<file path="config.mk">
export PLATFORM = sky130hd
export DESIGN_NAME = pipe_stage_buffer
export DESIGN_NICKNAME = d
export VERILOG_FILES = /design/src/rtl/pipe_pkg.sv /design/src/rtl/pipe_buf_mem.sv /design/src/rtl/pipe_stage_buffer.sv
export SDC_FILE = /design/constraint.sdc
export NUM_CORES = 1
export LEC_CHECK = 0
export ABC_CLOCK_PERIOD_IN_PS = 9100
export CAP_MARGIN = 20
export CORE_UTILIZATION = 52
export CTS_BUF_LIST = sky130_fd_sc_hd__clkbuf_16
export CTS_CLUSTER_SIZE = 20
export DETAILED_ROUTE_END_ITERATION = 10
export HOLD_SLACK_MARGIN = 0.1
export PLACE_DENSITY_LB_ADDON = 0.3
export SYNTH_ARGS = -nofsm -noshare
export SYNTH_HDL_FRONTEND = slang
export SYNTH_SLANG_ARGS = --single-unit
</file>
<file path="constraint.sdc">
create_clock -name clk -period 9.1 [get_ports clk]
set_input_delay 1.82 -clock clk [delete_from_list [all_inputs] [get_ports clk]]
set_output_delay 1.82 -clock clk [all_outputs]
set_load 0.005 [all_outputs]
</file>
<file path="src/rtl/pipe_pkg.sv">
// Shared types and helpers for the elastic pipeline stage registers.
// Stage payload structs are packed by the producing stage.
package pipe_pkg;

   typedef enum logic {
      PIPE_REG_READY  = 1'b0,
      PIPE_PASS_READY = 1'b1
   } pipe_mode_e;

   typedef struct packed {
      logic [31:0] pc;
      logic [31:0] instr;
   } if_id_payload_t;

   typedef struct packed {
      logic [31:0] pc;
      logic [31:0] rs1_val;
      logic [31:0] rs2_val;
      logic [31:0] imm;
      logic [4:0]  rd;
      logic [3:0]  alu_op;
      logic        mem_rd;
      logic        mem_wr;
      logic        reg_wr;
   } id_ex_payload_t;

   typedef struct packed {
      logic [31:0] pc;
      logic [31:0] result;
      logic [31:0] store_data;
      logic [4:0]  rd;
      logic        mem_rd;
      logic        mem_wr;
      logic        reg_wr;
   } ex_mem_payload_t;

   typedef struct packed {
      logic [31:0] wb_data;
      logic [4:0]  rd;
      logic        reg_wr;
   } mem_wb_payload_t;

   // Wrap by explicit compare so non-power-of-2 depths work.
   function automatic int unsigned ptr_inc(int unsigned ptr,
                                           int unsigned depth);
      return (ptr >= depth - 32'd1) ? 32'd0 : ptr + 32'd1;
   endfunction

endpackage

</file>
<file path="src/rtl/pipe_buf_mem.sv">
// Payload storage for pipe_stage_buffer: one write port and
// an asynchronous read port.
module pipe_buf_mem #(
   parameter int DW    = 64,
   parameter int DEPTH = 2,
   parameter int AW    = 1
) (
   input  logic          clk,
   input  logic          we,
   input  logic [AW-1:0] waddr,
   input  logic [DW-1:0] wdata,
   input  logic [AW-1:0] raddr,
   output logic [DW-1:0] rdata
);

   logic [DW-1:0] mem_q [DEPTH];

   always_ff @(posedge clk) begin
      if (we) mem_q[waddr] <= wdata;
   end

   assign rdata = mem_q[raddr];

endmodule

</file>
<file path="src/rtl/pipe_stage_buffer.sv">
// Elastic valid/ready stage register with flush, occupancy count
// and a sticky upstream protocol monitor.
module pipe_stage_buffer
   import pipe_pkg::*;
#(
   parameter int DATA_WIDTH = 64,
   parameter int DEPTH      = 2,
   parameter int PIPE_READY = 1,
   parameter int CNT_WIDTH  = $clog2(DEPTH + 1)
) (
   input  logic                  clk,
   input  logic                  reset,
   input  logic                  flush,
   input  logic                  in_valid,
   output logic                  in_ready,
   input  logic [DATA_WIDTH-1:0] in_data,
   output logic                  out_valid,
   input  logic                  out_ready,
   output logic [DATA_WIDTH-1:0] out_data,
   output logic [CNT_WIDTH-1:0]  count,
   output logic                  overflow_err
);

   localparam int PW = (DEPTH > 1) ? $clog2(DEPTH) : 1;
   localparam logic [CNT_WIDTH-1:0] FULL = CNT_WIDTH'(DEPTH);
   localparam pipe_mode_e MODE =
      (PIPE_READY != 0) ? PIPE_REG_READY : PIPE_PASS_READY;

   logic [PW-1:0]         rd_q, rd_d, wr_q, wr_d;
   logic [CNT_WIDTH-1:0]  cnt_q, cnt_d;
   logic                  err_q, err_d, pend_q, pend_d;
   logic [DATA_WIDTH-1:0] pdat_q, rdata;
   logic                  push, pop, empty;

   assign empty        = (cnt_q == '0);
   assign out_valid    = ~empty;
   assign out_data     = empty ? '0 : rdata;
   assign count        = cnt_q;
   assign overflow_err = err_q;

   generate
      if (MODE == PIPE_REG_READY) begin : g_reg
         logic rdy_q;
         always_ff @(posedge clk) begin
            if (!reset) rdy_q <= 1'b0;
            else        rdy_q <= (cnt_d != FULL);
         end
         assign in_ready = rdy_q;
      end else begin : g_pass
         assign in_ready = (cnt_q != FULL) | out_ready;
      end
   endgenerate

   assign push = in_valid & in_ready & ~flush;
   assign pop  = out_valid & out_ready & ~flush;

   always_comb begin
      rd_d  = rd_q;
      wr_d  = wr_q;
      cnt_d = cnt_q;
      if (flush) begin
         rd_d  = '0;
         wr_d  = '0;
         cnt_d = '0;
      end else begin
         if (push) wr_d = PW'(ptr_inc(32'(wr_q), DEPTH));
         if (pop)  rd_d = PW'(ptr_inc(32'(rd_q), DEPTH));
         if (push && !pop)      cnt_d = cnt_q + CNT_WIDTH'(1);
         else if (pop && !push) cnt_d = cnt_q - CNT_WIDTH'(1);
      end
   end

   // An unaccepted payload must be held unchanged on the next cycle.
   assign pend_d = in_valid & ~in_ready & ~flush;
   assign err_d  = err_q |
      (pend_q & (~in_valid | (in_data != pdat_q)));

   always_ff @(posedge clk) begin
      if (!reset) begin
         rd_q   <= '0;
         wr_q   <= '0;
         cnt_q  <= '0;
         err_q  <= 1'b0;
         pend_q <= 1'b0;
         pdat_q <= '0;
      end else begin
         rd_q   <= rd_d;
         wr_q   <= wr_d;
         cnt_q  <= cnt_d;
         err_q  <= err_d;
         pend_q <= pend_d;
         pdat_q <= in_data;
      end
   end

   pipe_buf_mem #(
      .DW    (DATA_WIDTH),
      .DEPTH (DEPTH),
      .AW    (PW)
   ) u_mem (
      .clk   (clk),
      .we    (push),
      .waddr (wr_q),
      .wdata (in_data),
      .raddr (rd_q),
      .rdata (rdata)
   );

endmodule

</file>
==> impl_summary.txt <==
----------------------------------------------------
[Run status]
  Run status ... completed

[Synthesis]
  Most used flip-flop cell after synthesis ... sky130_fd_sc_hd__edfxtp_1
  Register bit total from synthesis ... 200
  Cell variety after synth ... 40
  Post-synth EDFFs ... 128
  Largest area contributor in the netlist ... sky130_fd_sc_hd__edfxtp_1
  Warnings, synthesis ... 0
  Seq/Total Area, Yosys ... 69.2%
  Post-Synthesis Cells ... 555
  Share of the synthesized area in the top cell type ... 50.3%
  Cell area after synthesis ... 7640 µm²
  Total nets after synthesis ... 625
  Async set-reset flop share out of synthesis ... 0%
  Ranking of synthesized cells by area ... sky130_fd_sc_hd__edfxtp_1, sky130_fd_sc_hd__dfxtp_1, sky130_fd_sc_hd__mux2i_1
  Mean area per synthesized cell ... 13.8 µm²

[Global routing]
  Initial antenna violation count ... 0
  Global routing usage summed across all routing layers ... 21.7%
  Vias in the first global route ... 4604
  Sum of overflow across all layers after global routing ... 0
  Maximum number of pins on one net before global-route repair ... 68
  Wire length of the first global-routing pass ... 24000 µm

[Routing]
  Overall routed net length ... 15600 µm
  Drt wl/cell ... 17.5 µm
  Post-route DRC violation count ... 0
  Antenna Violating Nets Remaining ... 0
  Vias ... 4590
  Routed via count divided by cell count ... 5.16
  First-pass iteration count of the detailed router ... 5
  Number of DRC markers in iteration 0 ... 281

[Clock network]
  Post-CTS Setup Repair Bufs ... 0
  Clock-pin slew reported for the worst setup and hold paths after clock tree synthesis ... 0.06 ns
  Clk Tree Root Cell ... sky130_fd_sc_hd__clkbuf_16
  CTS Hold Bufs ... 0
  Insertion delay to the later sink of the worst-skew pair ... 0.42 ns
  Post_cts resized ... 0
  CTS tree ... done
  Total clock buffers created by CTS ... 17
  Bufs on Longest Clock Path ... 2
  Clock net sink count ... 200
  Number of H-tree levels ... 4

[Power and ir drop]
  Leakage ... 3.38 nW
  Ratio of total power to cell area ... 192 nW/µm²
  Largest vdd supply drop ... 111 µV

[STA]
  Setup repair after global routing missed its margin ... no
  Minimum clock period after layout ... 4.11 ns
  Max-slew violations ... 0
  Total Negative Setup Slacks ... 0 ns
  Endpoints failing setup ... 0
  Max transition margin ... 40.1%
  Hold violation total from the final report ... 0
  Clk_skew ... 0.00751 ns
  Share of the cycle needed by the critical path after routing ... 45.1%
  Slew at the pin closest to its max-slew limit ... 0.898 ns
  Fmax ... 243 MHz

[Layout]
  Area growth syn-to-layout ... 28.2%
  # diodes ... 0
  Filler cells ... 1007
  Most frequent cells in the layout ... sky130_fd_sc_hd__clkdlybuf4s50_1, sky130_fd_sc_hd__edfxtp_1, sky130_fd_sc_hd__dfxtp_1
  Area occupied by multi-input gates ... 2200 µm²
  Share of cells above drive strength 1 ... 5.92%
  Leading cell type in the layout, fill and taps excluded ... sky130_fd_sc_hd__clkdlybuf4s50_1
  Final net count ... 766
  Sequential cell area ... 5290 µm²
  End-of-flow core utilization ... 69.5%

[Worst setup path]
  Worst reg2reg path endpoint ... in_ready$_SDFF_PN0_
  CP max FO ... 67
  Critical path data required time ... 7.28 ns
  Logic depth of the worst register-to-register path ... 8
  Sort of element at the end of the critical path ... output port
  Startpoint of the lowest-slack register-to-register path ... count[0]$_SDFF_PN0_
  Arrival time worst endpoint ... 2.29 ns
  Worst-path cell with the longest stage delay ... sky130_fd_sc_hd__buf_4
  Flop-to-flop setup slack ... 6.81 ns
  Worst path cell trace ... inv_1, ha_2, buf_4, nor2_1, clkdlybuf4s50_1
  CP Class ... register to output port
  Category of the worst setup path launch point ... register
  Highest cell delay on the worst timing path ... 0.57 ns

[Floorplan]
  Total core area ... 14100 µm²
  Starting utilization of the core area ... 54.2%
  Row count ... 43
  Die X-Extent ... 123 µm
  Chip height ... 123 µm
  Total Die Area ... 15200 µm²
  # IOs ... 138

[Hold path]
  Cell depth of the worst min-delay path ... 2
  Hold Startpoint ... pend_q$_SDFF_PN0_
  Type of the tightest min-delay check ... register to register
  Hold endpoint ... overflow_err$_SDFF_PN0_

[Placed design]
  Routability congestion estimate ... 0.826
  Number of buffer cells added on primary ports ... 137
  DP HPWL ... 10100 µm

[Run]
  Number of max-capacitance violations reported ... 0

----------------------------------------------------
-- logic make-up after synthesis --
group / count (synthesis) / synth area share, %
and+or+nand+nor: 176 / 12.2
buffers and inverters: 41 / 2.15
DFF: 200 / 69.2
AOI/OAI and AO/OA: 25 / 2.44
muxes: 64 / 8.39
adders and majority gates: 1 / 0.164
xor gates and xnor gates: 48 / 5.50
-- power by group --
group / internal, mW / total (mW) / switching [mW]
clock: 0.423 / 0.724 / 0.301
combinational: 0.0800 / 0.153 / 0.0729
sequential: 0.992 / 1.00 / 0.0110
total: 1.50 / 1.88 / 0.385
-- synth_stat cells, types with 3 or more instances --
cell type                  count
sky130_fd_sc_hd__dfxtp_1      72
sky130_fd_sc_hd__and2_1       64
sky130_fd_sc_hd__xnor2_1      12
sky130_fd_sc_hd__inv_1        18
sky130_fd_sc_hd__nor3_1        3
sky130_fd_sc_hd__mux2i_1      64
sky130_fd_sc_hd__o22ai_1       5
sky130_fd_sc_hd__nand2b_1      7
sky130_fd_sc_hd__xor2_1       36
sky130_fd_sc_hd__edfxtp_1    128
sky130_fd_sc_hd__nor4_1       10
sky130_fd_sc_hd__nor2_1       70
sky130_fd_sc_hd__nand4_1       4
sky130_fd_sc_hd__nand2_1       6
sky130_fd_sc_hd__o21ai_0       3
sky130_fd_sc_hd__nor2b_1       5
sky130_fd_sc_hd__a21oi_1       4
sky130_fd_sc_hd__buf_2         7
sky130_fd_sc_hd__clkbuf_1     11
-- cell type report --
class	count	share of cell area, %
Clock buffer	17	4.34
Clock inverter	15	1.49
Tap cell	180	2.30
Timing Repair Buffer	143	14.6
Sequential cell	200	54.0
Multi-Input combinational cell	314	22.5
Inverter	20	0.766
-- how the worst max path moves through the flow --
stage	from	end	slack, ns	cells past startpoint
2_1_floorplan	in_valid	u_mem.mem_q[1][0]$_DFFE_PP_	1.84	2
3_3_place_gp	register	out_data[7]	5.24	3
3_5_place_dp	in_valid	u_mem.mem_q[1][51]$_DFFE_PP_	5.15	4
4_1_cts	register	out_data[7]	4.76	3
5_1_grt	count[0]$_SDFF_PN0_	out_data[30]	4.85	5
6_report	count[0]$_SDFF_PN0_	out_data[7]	4.99	5
-- per-stage QoR --
| stage | worst slack (ns) | cells | area [µm²] | hold slack, ns | total power [mW] |
|---|---|---|---|---|---|
| finish | 4.99 | 889 | 9790 | 0.523 | 1.88 |
| global route | 4.85 | 889 | 9790 | 0.548 | 1.94 |
| CTS | 4.76 | 888 | 9770 | 0.517 | 1.90 |
| detailed placement | 5.15 | 856 | 9200 | 0.503 | 1.18 |
| global placement | 5.24 | 856 | 9200 | 0.496 | 1.17 |
| floorplan | 1.84 | 555 | 7640 | 0.466 | 1.09 |
-- worst max-delay path, delay by kind of cell (launching register included) --
family	cells	cell delay [ns]
buf+inv	3	1.16
flops	1	0.38
fa+ha+maj	1	0.16
simple gates	1	0.16
-- state kept, by name, summed over array words and instances (netlist names), named ones only --
register / count
count: 2
in_ready: 1
overflow_err: 1
pdat_q: 64
pend_q: 1
rd_q: 1
u_mem.mem_q: 128
wr_q: 1
-- routing by layer --
metal  routed length [µm]  share of wire, %  track usage, %
met5                    0                 0               0
met4                  126              0.81            8.89
met3                  799               5.1            4.94
met2                 7640                49            34.2
met1                 7020                45            29.2
Note: power is estimated with default switching activity, not from simulation.
